--- config.mk ---
export PLATFORM = sky130hd
export DESIGN_NAME = alu_responder
export DESIGN_NICKNAME = d
export VERILOG_FILES = /design/src/rtl/alu_pkg.sv /design/src/rtl/alu_mul_seq.sv /design/src/rtl/alu_responder.sv
export SDC_FILE = /design/constraint.sdc
export NUM_CORES = 1
export LEC_CHECK = 0
export CORE_AREA = 2 2 59 61
export DETAILED_ROUTE_END_ITERATION = 7
export DIE_AREA = 0 0 61 63
export DONT_BUFFER_PORTS = 1
export SLEW_MARGIN = 20
export SYNTH_ARGS = -nofsm -noshare
export SYNTH_HDL_FRONTEND = slang
export SYNTH_HIERARCHICAL = 1
export SYNTH_SLANG_ARGS = --single-unit
--- constraint.sdc ---
create_clock -name fast_clk -period 2.6 [get_ports fast_clk]
set_input_delay 0.26 -clock fast_clk [delete_from_list [all_inputs] [get_ports fast_clk]]
set_output_delay 0.26 -clock fast_clk [all_outputs]
set_load 0.02 [all_outputs]
--- src/rtl/alu_pkg.sv ---
// Shared opcode encodings, FSM state type and default opcode width for the ALU responder.
package alu_pkg;

  localparam int OPC_W_DEF = 5;

  localparam int OP_ADD = 0;
  localparam int OP_SUB = 1;
  localparam int OP_AND = 2;
  localparam int OP_OR  = 3;
  localparam int OP_XOR = 4;
  localparam int OP_NOT = 5;
  localparam int OP_SHL = 6;
  localparam int OP_SHR = 7;
  localparam int OP_MUL = 8;
  localparam int OP_EQ  = 9;

  typedef enum logic [1:0] {
    ST_IDLE,
    ST_EXEC,
    ST_MUL,
    ST_RESP
  } state_t;

endpackage

--- src/rtl/alu_mul_seq.sv ---
// Iterative shift-add multiplier: one partial product per cycle, first on the start cycle.
// done rises DATA_W-1 cycles after start and holds until the next start; no backpressure.
module alu_mul_seq #(
  parameter int DATA_W = 2
) (
  input  logic                  fast_clk,
  input  logic                  rst_n,
  input  logic                  start,
  input  logic [DATA_W-1:0]     a,
  input  logic [DATA_W-1:0]     b,
  output logic                  done,
  output logic [2*DATA_W-1:0]   product
);

  localparam int CNT_W = $clog2(DATA_W + 1);

  logic [2*DATA_W-1:0] acc_q, acc_d;
  logic [2*DATA_W-1:0] mcand_q, mcand_d;
  logic [DATA_W-1:0]   mplier_q, mplier_d;
  logic [CNT_W-1:0]    cnt_q, cnt_d;
  logic                run_q, run_d;
  logic                done_q, done_d;

  always_comb begin
    acc_d    = acc_q;
    mcand_d  = mcand_q;
    mplier_d = mplier_q;
    cnt_d    = cnt_q;
    run_d    = run_q;
    done_d   = done_q;
    if (start) begin
      // Bit 0 of b is consumed on the start cycle itself.
      acc_d    = b[0] ? {{DATA_W{1'b0}}, a} : '0;
      mcand_d  = {{DATA_W{1'b0}}, a} << 1;
      mplier_d = b >> 1;
      cnt_d    = CNT_W'(1);
      run_d    = 1'b1;
      done_d   = 1'b0;
    end else if (run_q) begin
      if (mplier_q[0]) begin
        acc_d = acc_q + mcand_q;
      end
      mcand_d  = mcand_q << 1;
      mplier_d = mplier_q >> 1;
      cnt_d    = cnt_q + CNT_W'(1);
      if (cnt_q == CNT_W'(DATA_W - 1)) begin
        run_d  = 1'b0;
        done_d = 1'b1;
        cnt_d  = '0;
      end
    end
  end

  always_ff @(posedge fast_clk or negedge rst_n) begin
    if (!rst_n) begin
      acc_q    <= '0;
      mcand_q  <= '0;
      mplier_q <= '0;
      cnt_q    <= '0;
      run_q    <= 1'b0;
      done_q   <= 1'b0;
    end else begin
      acc_q    <= acc_d;
      mcand_q  <= mcand_d;
      mplier_q <= mplier_d;
      cnt_q    <= cnt_d;
      run_q    <= run_d;
      done_q   <= done_d;
    end
  end

  assign done    = done_q;
  assign product = acc_q;

endmodule

--- src/rtl/alu_responder.sv ---
// Handshaked ALU: single-cycle ops respond 2 cycles after accept; MUL (ALU_RESP_MUL_EN) after DATA_W+2.
// Response held with outputs frozen until rsp_ready; no new request is taken until back in IDLE.
module alu_responder
  import alu_pkg::*;
#(
  parameter int DATA_W = 2,
  parameter int OPC_W  = OPC_W_DEF
) (
  input  logic              fast_clk,
  input  logic              rst_n,
  input  logic              req_valid,
  output logic              req_ready,
  input  logic [OPC_W-1:0]  req_opcode,
  input  logic [DATA_W-1:0] req_a,
  input  logic [DATA_W-1:0] req_b,
  output logic              rsp_valid,
  input  logic              rsp_ready,
  output logic [DATA_W-1:0] rsp_res,
  output logic              rsp_status,
  output logic              busy
);

  state_t              state_q, state_d;
  logic [OPC_W-1:0]    opc_q, opc_d;
  logic [DATA_W-1:0]   a_q, a_d;
  logic [DATA_W-1:0]   b_q, b_d;
  logic [DATA_W-1:0]   rsp_res_q, rsp_res_d;
  logic                rsp_status_q, rsp_status_d;

  logic [DATA_W:0]     sum;
  logic [DATA_W-1:0]   exec_res;
  logic                exec_st;

`ifdef ALU_RESP_MUL_EN
  logic                mul_start;
  logic                mul_done;
  logic [2*DATA_W-1:0] mul_prod;

  alu_mul_seq #(.DATA_W(DATA_W)) u_mul (
    .fast_clk (fast_clk),
    .rst_n    (rst_n),
    .start    (mul_start),
    .a        (a_q),
    .b        (b_q),
    .done     (mul_done),
    .product  (mul_prod)
  );
`endif

  assign sum = {1'b0, a_q} + {1'b0, b_q};

  // Unlisted opcodes (and MUL when the multiplier is absent) report res=0, status=1.
  always_comb begin
    exec_res = '0;
    exec_st  = 1'b1;
    case (opc_q)
      OPC_W'(OP_ADD): begin exec_res = sum[DATA_W-1:0]; exec_st = sum[DATA_W]; end
      OPC_W'(OP_SUB): begin exec_res = a_q - b_q;       exec_st = (a_q < b_q); end
      OPC_W'(OP_AND): begin exec_res = a_q & b_q;       exec_st = ~|(a_q & b_q); end
      OPC_W'(OP_OR):  begin exec_res = a_q | b_q;       exec_st = ~|(a_q | b_q); end
      OPC_W'(OP_XOR): begin exec_res = a_q ^ b_q;       exec_st = ~|(a_q ^ b_q); end
      OPC_W'(OP_NOT): begin exec_res = ~a_q;            exec_st = ~|(~a_q); end
      OPC_W'(OP_SHL): begin exec_res = a_q << 1;        exec_st = a_q[DATA_W-1]; end
      OPC_W'(OP_SHR): begin exec_res = a_q >> 1;        exec_st = a_q[0]; end
      OPC_W'(OP_EQ):  begin exec_res = '0;              exec_st = (a_q == b_q); end
      default:        begin exec_res = '0;              exec_st = 1'b1; end
    endcase
  end

  always_comb begin
    state_d      = state_q;
    opc_d        = opc_q;
    a_d          = a_q;
    b_d          = b_q;
    rsp_res_d    = rsp_res_q;
    rsp_status_d = rsp_status_q;
`ifdef ALU_RESP_MUL_EN
    mul_start    = 1'b0;
`endif
    case (state_q)
      ST_IDLE: begin
        if (req_valid) begin
          opc_d   = req_opcode;
          a_d     = req_a;
          b_d     = req_b;
          state_d = ST_EXEC;
        end
      end
      ST_EXEC: begin
        rsp_res_d    = exec_res;
        rsp_status_d = exec_st;
        state_d      = ST_RESP;
`ifdef ALU_RESP_MUL_EN
        if (opc_q == OPC_W'(OP_MUL)) begin
          rsp_res_d    = rsp_res_q;
          rsp_status_d = rsp_status_q;
          mul_start    = 1'b1;
          state_d      = ST_MUL;
        end
`endif
      end
      ST_MUL: begin
`ifdef ALU_RESP_MUL_EN
        if (mul_done) begin
          rsp_res_d    = mul_prod[DATA_W-1:0];
          rsp_status_d = |mul_prod[2*DATA_W-1:DATA_W];
          state_d      = ST_RESP;
        end
`else
        state_d = ST_IDLE;
`endif
      end
      ST_RESP: begin
        if (rsp_ready) begin
          state_d = ST_IDLE;
        end
      end
      default: state_d = ST_IDLE;
    endcase
  end

  always_ff @(posedge fast_clk or negedge rst_n) begin
    if (!rst_n) begin
      state_q      <= ST_IDLE;
      opc_q        <= '0;
      a_q          <= '0;
      b_q          <= '0;
      rsp_res_q    <= '0;
      rsp_status_q <= 1'b0;
    end else begin
      state_q      <= state_d;
      opc_q        <= opc_d;
      a_q          <= a_d;
      b_q          <= b_d;
      rsp_res_q    <= rsp_res_d;
      rsp_status_q <= rsp_status_d;
    end
  end

  assign req_ready  = (state_q == ST_IDLE);
  assign rsp_valid  = (state_q == ST_RESP);
  assign busy       = (state_q != ST_IDLE);
  assign rsp_res    = rsp_res_q;
  assign rsp_status = rsp_status_q;

endmodule

# ---- Word-level counts from Yosys, hierarchy flattened
# Index checks and enable logic that the tools add are counted.
dict set report word_totals {
  elab_cells 45
  register_bits 14
}
dict set report op_classes {
  bitwise 4
  reduce_logical 13
  magnitude_cmp 1
  n_addsub 2
  mux 5
  n_eq_ne 14
}
# operator count
set ops {}
lappend ops {{equality test 5 x 3 -> 1 bit (second input constant)} 4}
lappend ops {{one-hot mux 2 bit (8 select lines)} 1}
lappend ops {{equality test 5 x 2 -> 1 bit (second input constant)} 2}
lappend ops {{one-hot mux 1 bit (9 select lines)} 1}
lappend ops {{one-hot mux 2 bit (4 select lines)} 1}
lappend ops {{OR reduction 2 bit} 4}
lappend ops {{equality test 5 x 1 -> 1 bit (second input constant)} 1}
lappend ops {{equality test 5 x 4 -> 1 bit (second input constant)} 1}
lappend ops {{zero test 5 bit} 1}
lappend ops {{equality test 2 bit (second input constant)} 2}
lappend ops {{zero test 1 bit} 4}
lappend ops {{2-to-1 mux 2 bit} 2}
lappend ops {{AND reduction 2 bit} 2}
lappend ops {{adder 2 x 2 -> 3 bit} 1}
lappend ops {{bitwise AND 2 bit} 1}
lappend ops {{equality test 2 x 1 -> 1 bit (second input constant)} 1}
lappend ops {{equality test 2 bit} 1}
lappend ops {{zero test 2 bit} 1}
lappend ops {{less-than comparator 2 bit} 1}
lappend ops {{inequality test 2 x 1 -> 1 bit (second input constant)} 1}
lappend ops {{inequality test 2 bit (second input constant)} 1}
lappend ops {{inverter 2 bit} 1}
lappend ops {{OR 2 bit} 1}
lappend ops {{nonzero test 2 bit} 1}
lappend ops {{other kinds (2)} 2}

# ---- Depth between registers and ports, before layout
# Gate-level depths: netlist of the first run.
dict set report logic_depth {
  word_depth 4
  mapped_depth 8
  depth_no_buf 8
}

# ---- Least setup slack after synthesis of the first run
# OpenSTA, ideal clock, no wires.
dict set report synth_timing {
  path_kind {flip-flop to flip-flop}
  from {reg a_q[0]}
  to {reg rsp_res_q[1] (netlist: rsp_res[1])}
  stages_incl_launch_ff 9
  slack_ns 0.748
  n_path_buf 0
  required_time_ns 2.497
  t_arrival_ns 1.749
  path_cell_list {dfrtp_1 > inv_1 > ha_1 > inv_1 > fa_1 > nand2b_1 > a31oi_1 > a221oi_2 > o41ai_2}
}
dict set report synth_between {
  elab_chain_len 2
  word_cells_on_any_way 3
}
# item line_no
set synth_rtl {}
lappend synth_rtl {{start, declared} alu_responder.sv:25} ;# logic [DATA_W-1:0] a_q, a_d;
lappend synth_rtl {{start signal, assigned} alu_responder.sv:126} ;# a_q <= '0;
lappend synth_rtl {{start signal, assigned} alu_responder.sv:133} ;# a_q <= a_d;
lappend synth_rtl {{subtractor 2 bit or adder 2 x 2 -> 3 bit (tied branches)} {alu_responder.sv:58, alu_responder.sv:50}}
lappend synth_rtl {{one-hot mux 2 bit (8 select lines) (*)} alu_responder.sv:56} ;# case (opc_q)
lappend synth_rtl {{end signal, assigned} alu_responder.sv:135} ;# rsp_res_q <= rsp_res_d;
lappend synth_rtl {{end, declared} alu_responder.sv:27} ;# logic [DATA_W-1:0] rsp_res_q, rsp_res_d;
# Mark *: on every way between the ends. The rest lies on a longest branch, timed or not.
# A chain may end at the register's enable or synchronous reset.

# ---- Worst setup path in the final report of the first run
# Ends and elaborated chain as after synthesis.

==> key figures, run 1 <==
Clock network
  • Clock sink count: 14
  • CTS buffer count: 3
  • Post-CTS sizing: 0
  • Clock latency on the worst-skew pair: 0.28 ns
  • Max Root-Sink Buffers: 2
  • Clock-pin transition on the worst setup and hold timing paths: 0.08 ns
  • CTS tree: built
  • H-tree depth: 1
  • Root buffer cell: clkbuf_4

Drt
  • DRT Wirelength: 1.81 mm
  • DRC: 0
  • Antenna viol nets, final: 0
  • DRT iter0 DRCs: 26
  • Via density: 4.90
  • Post-DR wirelength/cell: 12.9 um
  • Vias after detailed routing: 686
  • 1st-pass router iterations: 4

STA
  • Max Clock Freq: 505 MHz
  • Worst-margin pin slew: 0.617 ns
  • Fin Setup TNS: 0 ns
  • Hold_ws: 0.0814 ns
  • Tmin final: 1.98 ns
  • Final worst path period share: 0.761
  • Final Hold Fails: 0
  • Setup Viol. Count Final: 0
  • Rel. slew slack: 0.587
  • Final Max Tran Viols: 0
  • Clk_skew: 0.00417 ns
  • Post-route setup slack: 0.620 ns
  • RSZ-0062 raised after global routing: false

Placement
  • Port bufs: 0
  • Place WS: 0.626 ns
  • Final GP Congestion: 0.835
  • Post-DP HPWL: 1.45 mm

Logic synthesis
  • Largest family of logic cells by synthesized area: compound AO/OA/AOI/OAI gates
  • Top-count cell post-synth: dfrtp_1
  • Post-synthesis mux area share: 0.0886
  • Cells after Synth: 95
  • Count of different cell masters after synthesis: 35
  • Cell Area, Synth: 0.00102 mm^2
  • Synth top area cells: dfrtp_1 34%, ha_1 6.2%, mux2_4 5.9%
  • Commonest cells post-synth: 14 x dfrtp_1, 9 x nor2_1, 8 x inv_1
  • Ys async rst share: 1.00
  • #FFs+latches synth: 14
  • Post-synthesis sequential area ratio: 0.344
  • Post-Syn Nets: 115
  • Synth Area in Simple Gates: 0.149
  • Dominant cell type by area after synthesis: dfrtp_1
  • Mean Syn Cell Area: 10.7 um^2
  • Synth Area in Compound Gates: 0.219
  • Yosys top cell area share: 0.344
  • Post-synth EDFFs: 0
  • Xor and xnor fraction of the mapped netlist area: 0
  • Post-Synth Adder-Cell Area: 0.101
  • Yosys Warn Count: 6
  • Most used flip-flop cell after synthesis: dfrtp_1

Global routing
  • Initial antenna violation count: 0
  • First-pass GRT wire length: 3.26 mm
  • Tot GR Track Use: 0.114
  • Number of global-route vias before repair: 727
  • Grt ovf: 0
  • Largest net degree at the start of global routing: 15

Floorplan
  • Die height: 63 um
  • Top-Level Pins: 19
  • Core Area: 0.00323 mm^2
  • Die width: 61 um
  • Die area: 0.00384 mm^2
  • Initial Util: 0.315
  • Cell Rows: 21

Setup path
  • Worst R2R Path Depth: 8
  • Worst setup path class: reg -> reg
  • Critical path startpoint category: flop
  • Worst EP required: 2.78 ns
  • Max Fanout on Critical Path: 5
  • Flop2flop setup slack: 0.62 ns
  • Endpoint type of the worst setup path: flop
  • Worst Path Arrival: 2.16 ns
  • Worst r2r src: a_q[0]$_DFFE_PN0P_
  • Worst R2R End: rsp_res[1]$_DFFE_PN0P_

Cells and area
  • Area Growth Syn to Fin: 2.34%
  • Final nets: 116
  • # diodes: 0
  • Layout cells sized above 1: 0.255
  • Filler Cell Count: 333

Pwr
  • IR Drop Worst-Case VDD: 561 uV
  • Power Total: 0.00137 W
  • Static Leak: 0.434 nW
  • Pwr Density: 1320 mW/mm^2

Worst hold path
  • Worst hold endpoint: a_q[1]$_DFFE_PN0P_
  • HP Class: in -> reg
  • Worst Hold Launch: req_a[1]
  • WHS Path Cells: 2

Status
  • Outcome: complete, no violations

Run
  • # Max-Cap Violations: 0
-- stage by stage --
stage          utilization  cell area [um^2]  std cells
2_1_floorplan            -              1020         95
3_3_place_gp         0.312              1010        136
3_5_place_dp         0.312              1010        136
4_1_cts              0.322              1040        140
5_1_grt              0.322              1040        140
6_report             0.322              1040        140
-- cells in the final DEF (no fill, tap or decap), types with 2 or more instances in the layout --
cell type | synthesis | routed
o2111ai_1 | 2 | 2
o21ai_2 | 5 | 5
nor2_1 | 9 | 9
nor3_1 | 2 | 2
a21o_1 | 2 | 2
fa_1 | 2 | 2
o21ai_0 | 3 | 3
mux2_4 | 4 | 4
a31oi_1 | 3 | 3
inv_1 | 8 | 8
mux2i_1 | 3 | 3
ha_1 | 5 | 5
o31ai_1 | 2 | 2
nand2_1 | 4 | 4
dfrtp_1 | 14 | 14
clkbuf_4 | 0 | 3
nand2b_1 | 2 | 2
nand2_2 | 5 | 5
-- worst max path at each step --
stage / slack [ns] / to / depth (start not counted) / start
global placement: 0.66 / rsp_res[1]$_DFFE_PN0P_ / 8 / a_q[0]$_DFFE_PN0P_
global route: 0.49 / rsp_res[1]$_DFFE_PN0P_ / 8 / a_q[0]$_DFFE_PN0P_
detailed placement: 0.63 / rsp_res[1]$_DFFE_PN0P_ / 8 / a_q[0]$_DFFE_PN0P_
finish: 0.62 / rsp_res[1]$_DFFE_PN0P_ / 8 / a_q[0]$_DFFE_PN0P_
floorplan: 0.75 / rsp_res[1]$_DFFE_PN0P_ / 8 / a_q[0]$_DFFE_PN0P_
CTS: 0.61 / rsp_res[1]$_DFFE_PN0P_ / 8 / a_q[0]$_DFFE_PN0P_
-- cells by family after synthesis --
kind of cell / after synthesis
simple gates: 29
buf+inv: 14
fa+ha+maj: 7
mux: 7
flops: 14
compound gates: 24
-- registers in the layout (all words and copies together) (netlist names) --
signal,count
rsp_status,1
a_q,2
b_q,2
rsp_res,2
opc_q,5
state_q,2
-- power breakdown --
part | total, W | switching, W | internal [W]
registers | 0.000521 | 0.000201 | 0.000320
clock network | 0.000120 | 0.0000658 | 0.0000537
logic | 0.000732 | 0.000387 | 0.000345
total | 0.00137 | 0.000654 | 0.000719
-- layout make-up --
class                   count  area, um^2  area share
multi-input cells          67         567       0.544
flip-flops and latches     14         350       0.337
well taps                  46        57.6      0.0553
inverters                   9        33.8      0.0325
clock buffers               3        22.5      0.0216
repair buffers              1        10.0     0.00962
-- routing by layer --
layer,up-vias,track usage,share of wire
li1,328,-,-
met1,338,0.139,0.41
met2,16,0.180,0.53
met3,4,0.0124,0.028
met4,0,0.0815,0.035
met5,-,0,0
-- worst max-delay path, cell delays in order (launching register included) --
cell	delay (ns)
dfrtp_1	0.42
inv_1	0.15
ha_1	0.16
inv_1	0.05
fa_1	0.48
nand2b_1	0.06
a31oi_1	0.20
a221oi_2	0.09
o41ai_2	0.28
-- repair_timing --
item | in CTS | in global routing
setup buffers | 0 | 0
hold endpoints to repair | 14 | 0
hold buffers | 1 | 0
No activity file was read; power rests on OpenSTA's default activity.
==> run 2, diff against run 1 <==
==> constraint.sdc (replaced) <==
create_clock -name fast_clk -period 1.9 [get_ports fast_clk]
set_input_delay 0.19 -clock fast_clk [delete_from_list [all_inputs] [get_ports fast_clk]]
set_output_delay 0.19 -clock fast_clk [all_outputs]
set_load 0.02 [all_outputs]
==> run 2 against run 1 <==
Non-clock buffer count increased by 6. Final cell count is 5.0% higher. Largest cell class unchanged. Power grew 47%. Setup slack got worse by 0.54 ns. Count of clock-buffer cells in the layout grew 1. Global-route usage grew 0.25 points.
==> key figures, run 2 (synthesized netlist as in run 1, its figures left out) <==
Floorplan
  • Die height: 63 um (unchanged)
  • Initial Util: 0.315 (unchanged)
  • Die width: 61 um (unchanged)
  • Top-Level Pins: 19 (unchanged)
  • Die area: 0.00384 mm^2 (unchanged)
  • Cell Rows: 21 (unchanged)
  • Core Area: 0.00323 mm^2 (unchanged)

Run
  • # Max-Cap Violations: 0 (unchanged)

STA
  • Final Hold Fails: 0 (unchanged)
  • Final Max Tran Viols: 0 (unchanged)
  • Rel. slew slack: 0.583 (was 0.587)
  • Clk_skew: 0.000567 ns (was 0.00417 ns)
  • Worst-margin pin slew: 0.623 ns (was 0.617 ns)
  • Final worst path period share: 0.957 (was 0.761)
  • Hold_ws: 0.00651 ns (was 0.0814 ns)
  • RSZ-0062 raised after global routing: true (was false)
  • Post-route setup slack: 0.0817 ns (was 0.620 ns)
  • Setup Viol. Count Final: 0 (unchanged)
  • Fin Setup TNS: 0 ns (unchanged)
  • Tmin final: 1.82 ns (was 1.98 ns)
  • Max Clock Freq: 550 MHz (was 505 MHz)

Cells and area
  • Layout cells sized above 1: 0.317 (was 0.255)
  • Most flop-heavy register: opc_q (unchanged)
  • Design Area, Final: 0.00111 mm^2 (was 0.00104 mm^2)
  • Final nets: 122 (was 116)
  • Filler Cell Count: 325 (was 333)
  • # diodes: 0 (unchanged)
  • Area Growth Syn to Fin: 8.98% (was 2.34%)
  • Most frequent cells in the layout: 14 x dfrtp_1, 9 x nor2_1, 7 x inv_1 (was 14 x dfrtp_1, 9 x nor2_1, 8 x inv_1)
  • Commonest non-fill, non-tap cell in the layout: dfrtp_1 (unchanged)
  • Largest register FFs: 5 (unchanged)

Setup path
  • Worst R2R Path Depth: 7 (was 8)
  • Crit path cell chain: ha_1 -> inv_2 -> fa_1 -> o21ba_1 -> a31oi_2 -> a221oi_2 -> o41ai_2 (was inv_1 -> ha_1 -> inv_1 -> fa_1 -> nand2b_1 -> a31oi_1 -> a221oi_2 -> o41ai_2)
  • Endpoint type of the worst setup path: flop (unchanged)
  • Worst Path Arrival: 2.01 ns (was 2.16 ns)
  • Critical path startpoint category: flop (unchanged)
  • Crit-path slowest cell: dfrtp_1 (was fa_1)
  • Worst setup path class: reg -> reg (unchanged)
  • Max Fanout on Critical Path: 3 (was 5)
  • Slowest stage delay, CP: 0.40 ns (was 0.48 ns)
  • Worst EP required: 2.09 ns (was 2.78 ns)

Clock network
  • Clock-pin transition on the worst setup and hold timing paths: 0.08 ns (about the same)
  • CTS buffer count: 3 (unchanged)
  • Root buffer cell: clkbuf_4 (unchanged)
  • Clock sink count: 14 (unchanged)
  • Max Root-Sink Buffers: 2 (unchanged)
  • CTS tree: built (unchanged)
  • Clock latency on the worst-skew pair: 0.28 ns (about the same)
  • H-tree depth: 1 (unchanged)
  • Post-CTS setup buffer count: 0 (unchanged)

Drt
  • Vias after detailed routing: 707 (was 686)
  • Via density: 4.81 (was 4.90)
  • Post-DR wirelength/cell: 12.2 um (was 12.9 um)
  • DRC: 0 (unchanged)
  • Antenna viol nets, final: 0 (unchanged)
  • DRT Wirelength: 1.80 mm (was 1.81 mm)
  • 1st-pass router iterations: 4 (unchanged)
  • DRT iter0 DRCs: 12 (was 26)

Placement
  • Post-placement cell area: 0.00105 mm^2 (was 0.00101 mm^2)
  • Place WS: -0.0344 ns (was 0.626 ns)
  • Final GP Congestion: 0.781 (was 0.835)
  • Post-DP HPWL: 1.48 mm (was 1.45 mm)
  • Port bufs: 0 (unchanged)

Global routing
  • First-pass GRT wire length: 3.33 mm (was 3.26 mm)
  • Tot GR Track Use: 0.117 (was 0.114)
  • Largest net degree at the start of global routing: 15 (unchanged)
  • Number of global-route vias before repair: 721 (was 727)
  • Grt ovf: 0 (unchanged)
  • Initial antenna violation count: 0 (unchanged)

Pwr
  • Psw: 0.000922 W (was 0.000654 W)
  • Switching Fraction: 0.456 (was 0.476)
  • Clk pwr share: 0.106 (was 0.087)
  • Int Power: 0.00110 W (was 0.000719 W)
  • Pwr Density: 1820 mW/mm^2 (was 1320 mW/mm^2)
  • Combinational power share: 0.554 (was 0.533)
  • IR Drop Worst-Case VDD: 737 uV (was 561 uV)
  • Static Leak: 0.470 nW (was 0.434 nW)
  • Seq pwr share: 0.340 (was 0.380)

Worst hold path
  • WHS Path Cells: 2 (unchanged)
  • HP Class: in -> reg (unchanged)

Status
  • Outcome: complete, no violations (unchanged)
run 2: changes by cell type in the layout (fill, tap and decap cells not counted), sizes merged:
| cell | change |
|---|---|
| buf | +5 |
| clkbuf | +1 |
| dlygate4sd3 | +1 |
run 2: per-stage QoR:
step           total power [W]  instances  utilization
4_1_cts                0.00202        146        0.338
3_3_place_gp           0.00177        141        0.324
3_5_place_dp           0.00179        141        0.324
6_report               0.00202        147        0.343
2_1_floorplan          0.00161         95            -
5_1_grt                0.00223        147        0.343
run 2: worst max-delay path: cells and delay by family, from the launching register on:
kind / cells / cell delay [ns]
buf+inv: 1 / 0.07
compound gates: 4 / 0.64
fa+ha+maj: 2 / 0.62
flops: 1 / 0.40
run 2: timing repair:
item                                    CTS  global route
gates resized for setup                   0             2
hold buffers                              1             1
hold endpoints to repair                 14             1
pin swaps                                 1             0
endpoints found under the setup margin    1             1
run 2: power by group through the flow:
stage | Clock, W | Sequential (W) | Combinational, W
after floorplan | 0 | 0.000596 | 0.00102
after global placement | 0 | 0.000688 | 0.00109
after detailed placement | 0 | 0.000695 | 0.00110
after CTS | 0.000227 | 0.000688 | 0.00111
after global routing | 0.000238 | 0.000727 | 0.00127
final | 0.000214 | 0.000687 | 0.00112
run 2: worst paths after layout:
| kind | start | end | slack, ns |
|---|---|---|---|
| setup / recovery | a_q[0]$_DFFE_PN0P_ | rsp_res[1]$_DFFE_PN0P_ | 0.08 |
| hold / removal | req_b[1] | b_q[1]$_DFFE_PN0P_ | 0.007 |
| setup reg to reg | a_q[0]$_DFFE_PN0P_ | rsp_res[1]$_DFFE_PN0P_ | 0.08 |
| hold reg to reg | state_q[1]$_DFFE_PN0P_ | state_q[1]$_DFFE_PN0P_ | 0.57 |
| max in group asynchronous | rst_n | state_q[1]$_DFFE_PN0P_ | 1.14 |
| min in group asynchronous | rst_n | a_q[1]$_DFFE_PN0P_ | 0.36 |
run 2: metal layers:
layer | wire (um) | up-vias | track usage
met4 | 89 | 0 | 0.0897
li1 | - | 344 | -
met1 | 768 | 334 | 0.145
met5 | 0 | - | 0
met2 | 886 | 22 | 0.177
met3 | 53 | 7 | 0.0124
run 2: layout make-up:
type | instances | area, um^2 | share of cell area
Tap cell | 46 | 57.6 | 0.0519
Inverter | 9 | 33.8 | 0.0305
Sequential cell | 14 | 350 | 0.316
Multi-Input combinational cell | 67 | 573 | 0.517
Timing Repair Buffer | 7 | 57.6 | 0.0519
Clock buffer | 4 | 36.3 | 0.0327
==> run 3, diff against run 2 <==
--- a/config.mk
+++ b/config.mk
@@ -5,6 +5,7 @@
 export SDC_FILE = /design/constraint.sdc
 export NUM_CORES = 1
 export LEC_CHECK = 0
+export ABC_AREA = 1
 export CORE_AREA = 2 2 59 61
 export DETAILED_ROUTE_END_ITERATION = 7
 export DIE_AREA = 0 0 61 63
==> run 3 against run 2 <==
Synthesized cell count is 48% higher. Wire length grew 9.5%. Highest routed layer unchanged. Largest power group unchanged. Count of clock-buffer cells in the layout is 1 lower. Via count grew 25%. Largest cell class unchanged. Setup slack gained 0.10 ns. Core utilization fell by 0.12 points. Maximum frequency up 6.1%. Critical endpoint unchanged.
==> key figures, run 3 <==
Status
  • Outcome: complete, no violations (unchanged)

Cells and area
  • Largest register FFs: 5 (unchanged)
  • Area Growth Syn to Fin: 9.15% (was 8.98%)
  • Filler Cell Count: 348 (was 325)
  • Most flop-heavy register: opc_q (unchanged)
  • # diodes: 0 (unchanged)
  • Most frequent cells in the layout: 31 x nand2_1, 23 x nor2_1, 16 x nand3_1, 15 x inv_1, 14 x dfrtp_1 (was 14 x dfrtp_1, 9 x nor2_1, 7 x inv_1)
  • Layout cells sized above 1: 0.152 (was 0.317)
  • Commonest non-fill, non-tap cell in the layout: nand2_1 (was dfrtp_1)
  • Final nets: 167 (was 122)

Run
  • # Max-Cap Violations: 0 (unchanged)

Setup path
  • Worst R2R Path Depth: 10 (was 7)
  • Worst Setup EP: rsp_res[1]$_DFFE_PN0P_ (unchanged)
  • Worst setup path class: reg -> reg (unchanged)
  • Worst R2R End: rsp_res[1]$_DFFE_PN0P_ (unchanged)
  • Crit-path slowest cell: dfrtp_1 (unchanged)
  • Worst r2r src: a_q[0]$_DFFE_PN0P_ (unchanged)
  • Critical path startpoint category: flop (unchanged)
  • Slowest stage delay, CP: 0.42 ns (was 0.40 ns)
  • Worst EP required: 2.06 ns (was 2.09 ns)
  • Endpoint type of the worst setup path: flop (unchanged)
  • Crit path launch: a_q[0]$_DFFE_PN0P_ (unchanged)
  • Most common cell on crit path: nand2_1
  • Crit path cell chain: inv_1 -> ha_1 -> inv_1 -> fa_1 -> nand3_1 -> o21ai_1 -> nor2_1 -> nand2_1 -> nand2_1 -> nand2_1 (was ha_1 -> inv_2 -> fa_1 -> o21ba_1 -> a31oi_2 -> a221oi_2 -> o41ai_2)
  • Worst Path Arrival: 1.88 ns (was 2.01 ns)
  • Flop2flop setup slack: 0.19 ns (was 0.08 ns)
  • Max Fanout on Critical Path: 5 (was 3)

Logic synthesis
  • Synth top area cells: dfrtp_1 35%, nand2_1 11%, nor2_1 8.5% (was dfrtp_1 34%, ha_1 6.2%, mux2_4 5.9%)
  • #FFs+latches synth: 14 (unchanged)
  • Count of different cell masters after synthesis: 22 (was 35)
  • Cells after Synth: 141 (was 95)
  • Mean Syn Cell Area: 7.18 um^2 (was 10.7 um^2)
  • Post-Syn Nets: 161 (was 115)
  • Yosys top cell area share: 0.346 (was 0.344)
  • Commonest cells post-synth: 31 x nand2_1, 23 x nor2_1, 16 x nand3_1 (was 14 x dfrtp_1, 9 x nor2_1, 8 x inv_1)
  • Cell Area, Synth: 0.00101 mm^2 (was 0.00102 mm^2)
  • Dominant cell type by area after synthesis: dfrtp_1 (unchanged)
  • Top-count cell post-synth: nand2_1 (was dfrtp_1)
  • Most used flip-flop cell after synthesis: dfrtp_1 (unchanged)
  • Ys async rst share: 1.00 (unchanged)
  • Post-synthesis sequential area ratio: 0.346 (was 0.344)
  • Yosys Warn Count: 6 (unchanged)
  • Post-synth EDFFs: 0 (unchanged)

STA
  • RSZ-0062 raised after global routing: false (was true)
  • Hold_ws: 0.0465 ns (was 0.00651 ns)
  • Fin Setup TNS: 0 ns (unchanged)
  • Clk_skew: 0.00689 ns (was 0.000567 ns)
  • Final Hold Fails: 0 (unchanged)
  • Final worst path period share: 0.902 (was 0.957)
  • Max Clock Freq: 584 MHz (was 550 MHz)
  • Setup Viol. Count Final: 0 (unchanged)
  • Worst-margin pin slew: 0.609 ns (was 0.623 ns)
  • Post-route setup slack: 0.186 ns (was 0.0817 ns)
  • Final Max Tran Viols: 0 (unchanged)
  • Tmin final: 1.71 ns (was 1.82 ns)
  • Rel. slew slack: 0.593 (was 0.583)

Placement
  • Place WS: 0.219 ns (was -0.0344 ns)
  • Port bufs: 0 (unchanged)
  • Final GP Congestion: 0.809 (was 0.781)
  • Post-DP HPWL: 1.68 mm (was 1.48 mm)

Global routing
  • Number of global-route vias before repair: 841 (was 721)
  • Largest net degree at the start of global routing: 18 (was 15)
  • Tot GR Track Use: 0.125 (was 0.117)
  • First-pass GRT wire length: 3.61 mm (was 3.33 mm)
  • Grt ovf: 0 (unchanged)
  • Initial antenna violation count: 0 (unchanged)

Floorplan
  • Core Area: 0.00323 mm^2 (unchanged)
  • Top-Level Pins: 19 (unchanged)
  • Initial Util: 0.313 (was 0.315)
  • Cell Rows: 21 (unchanged)
  • Die area: 0.00384 mm^2 (unchanged)
  • Die width: 61 um (unchanged)
  • Die height: 63 um (unchanged)

Drt
  • 1st-pass router iterations: 4 (unchanged)
  • DRT Wirelength: 1.97 mm (was 1.80 mm)
  • DRT iter0 DRCs: 18 (was 12)
  • DRC: 0 (unchanged)
  • Vias after detailed routing: 882 (was 707)
  • Antenna viol nets, final: 0 (unchanged)
  • Via density: 4.62 (was 4.81)
  • Post-DR wirelength/cell: 10.3 um (was 12.2 um)

Clock network
  • Max Root-Sink Buffers: 2 (unchanged)
  • Clock-pin transition on the worst setup and hold timing paths: 0.08 ns (about the same)
  • CTS buffer count: 3 (unchanged)
  • Post-CTS setup buffer count: 0 (unchanged)
  • H-tree depth: 1 (unchanged)
  • CTS tree: built (unchanged)
  • Clock latency on the worst-skew pair: 0.27 ns (was 0.28 ns)
  • Root buffer cell: clkbuf_4 (unchanged)
  • Clock sink count: 14 (unchanged)

Worst hold path
  • HP Class: in -> reg (unchanged)

Pwr
  • Static Leak: 0.550 nW (was 0.470 nW)
  • IR Drop Worst-Case VDD: 688 uV (was 737 uV)
  • Pwr Density: 1490 mW/mm^2 (was 1820 mW/mm^2)
==> run 3: routing by layer <==
metal,global-route usage,up-vias,wire length (um)
li1,-,450,-
met1,0.164,398,851
met2,0.188,25,960
met3,0.0186,9,87
met4,0.0734,0,70
met5,0,-,0
==> run 3: worst min path at each step <==
stage	startpoint	endpoint	slack (ns)	depth (start not counted)
finish	req_opcode[0]	opc_q[0]$_DFFE_PN0P_	0.05	1
CTS	req_opcode[0]	opc_q[0]$_DFFE_PN0P_	0.04	1
global placement	rst_n	opc_q[0]$_DFFE_PN0P_	-0.11	0
detailed placement	rst_n	opc_q[0]$_DFFE_PN0P_	-0.11	0
global route	req_opcode[0]	opc_q[0]$_DFFE_PN0P_	0.03	1
floorplan	rst_n	a_q[0]$_DFFE_PN0P_	-0.11	0
==> run 3: critical path, delay by kind of cell, from the launching register on <==
kind | cells | cell delay [ns]
AO/OA/AOI/OAI | 1 | 0.07
adder cells (fa/ha/maj) | 2 | 0.62
buffers and inverters | 2 | 0.18
flip-flops | 1 | 0.42
AND/OR/NAND/NOR | 5 | 0.31
==> run 3: per-stage QoR <==
stage / total power (W) / instance area, um^2 / utilization / instances
2_1_floorplan: 0.00130 / 1010 / - / 141
3_3_place_gp: 0.00148 / 1070 / 0.332 / 187
3_5_place_dp: 0.00150 / 1070 / 0.332 / 187
4_1_cts: 0.00167 / 1100 / 0.342 / 191
5_1_grt: 0.00184 / 1100 / 0.342 / 191
6_report: 0.00165 / 1100 / 0.342 / 191
==> run 3: timing repair <==
action,4_1_cts,5_1_grt
hold buffers,1,0
endpoints found under the hold margin,14,0
resized for setup,0,0
==> run 3: cell type report <==
cell class / instances / area, um^2 / area share
Clock buffer: 3 / 22.5 / 0.0204
Inverter: 19 / 71.3 / 0.0646
Multi-Input combinational cell: 106 / 578 / 0.523
Sequential cell: 14 / 350 / 0.317
Tap cell: 46 / 57.6 / 0.0521
Timing Repair Buffer: 3 / 25.0 / 0.0227
==> run 3: kinds of logic (layout without fill, tap and decap cells) <==
kind of cell,Yosys count,after routing,share of synthesized area
and+or+nand+nor,86,86,0.396
muxes,1,1,0.0111
DFF,14,14,0.346
AOI/OAI and AO/OA,12,12,0.0630
buffers and inverters,21,25,0.0828
adders and majority gates,7,7,0.101
==> run 3: power breakdown <==
group,internal (W),switching (W)
combinational,0.000300,0.000541
clock,0.0000733,0.0000857
sequential,0.000435,0.000213
total,0.000808,0.000839
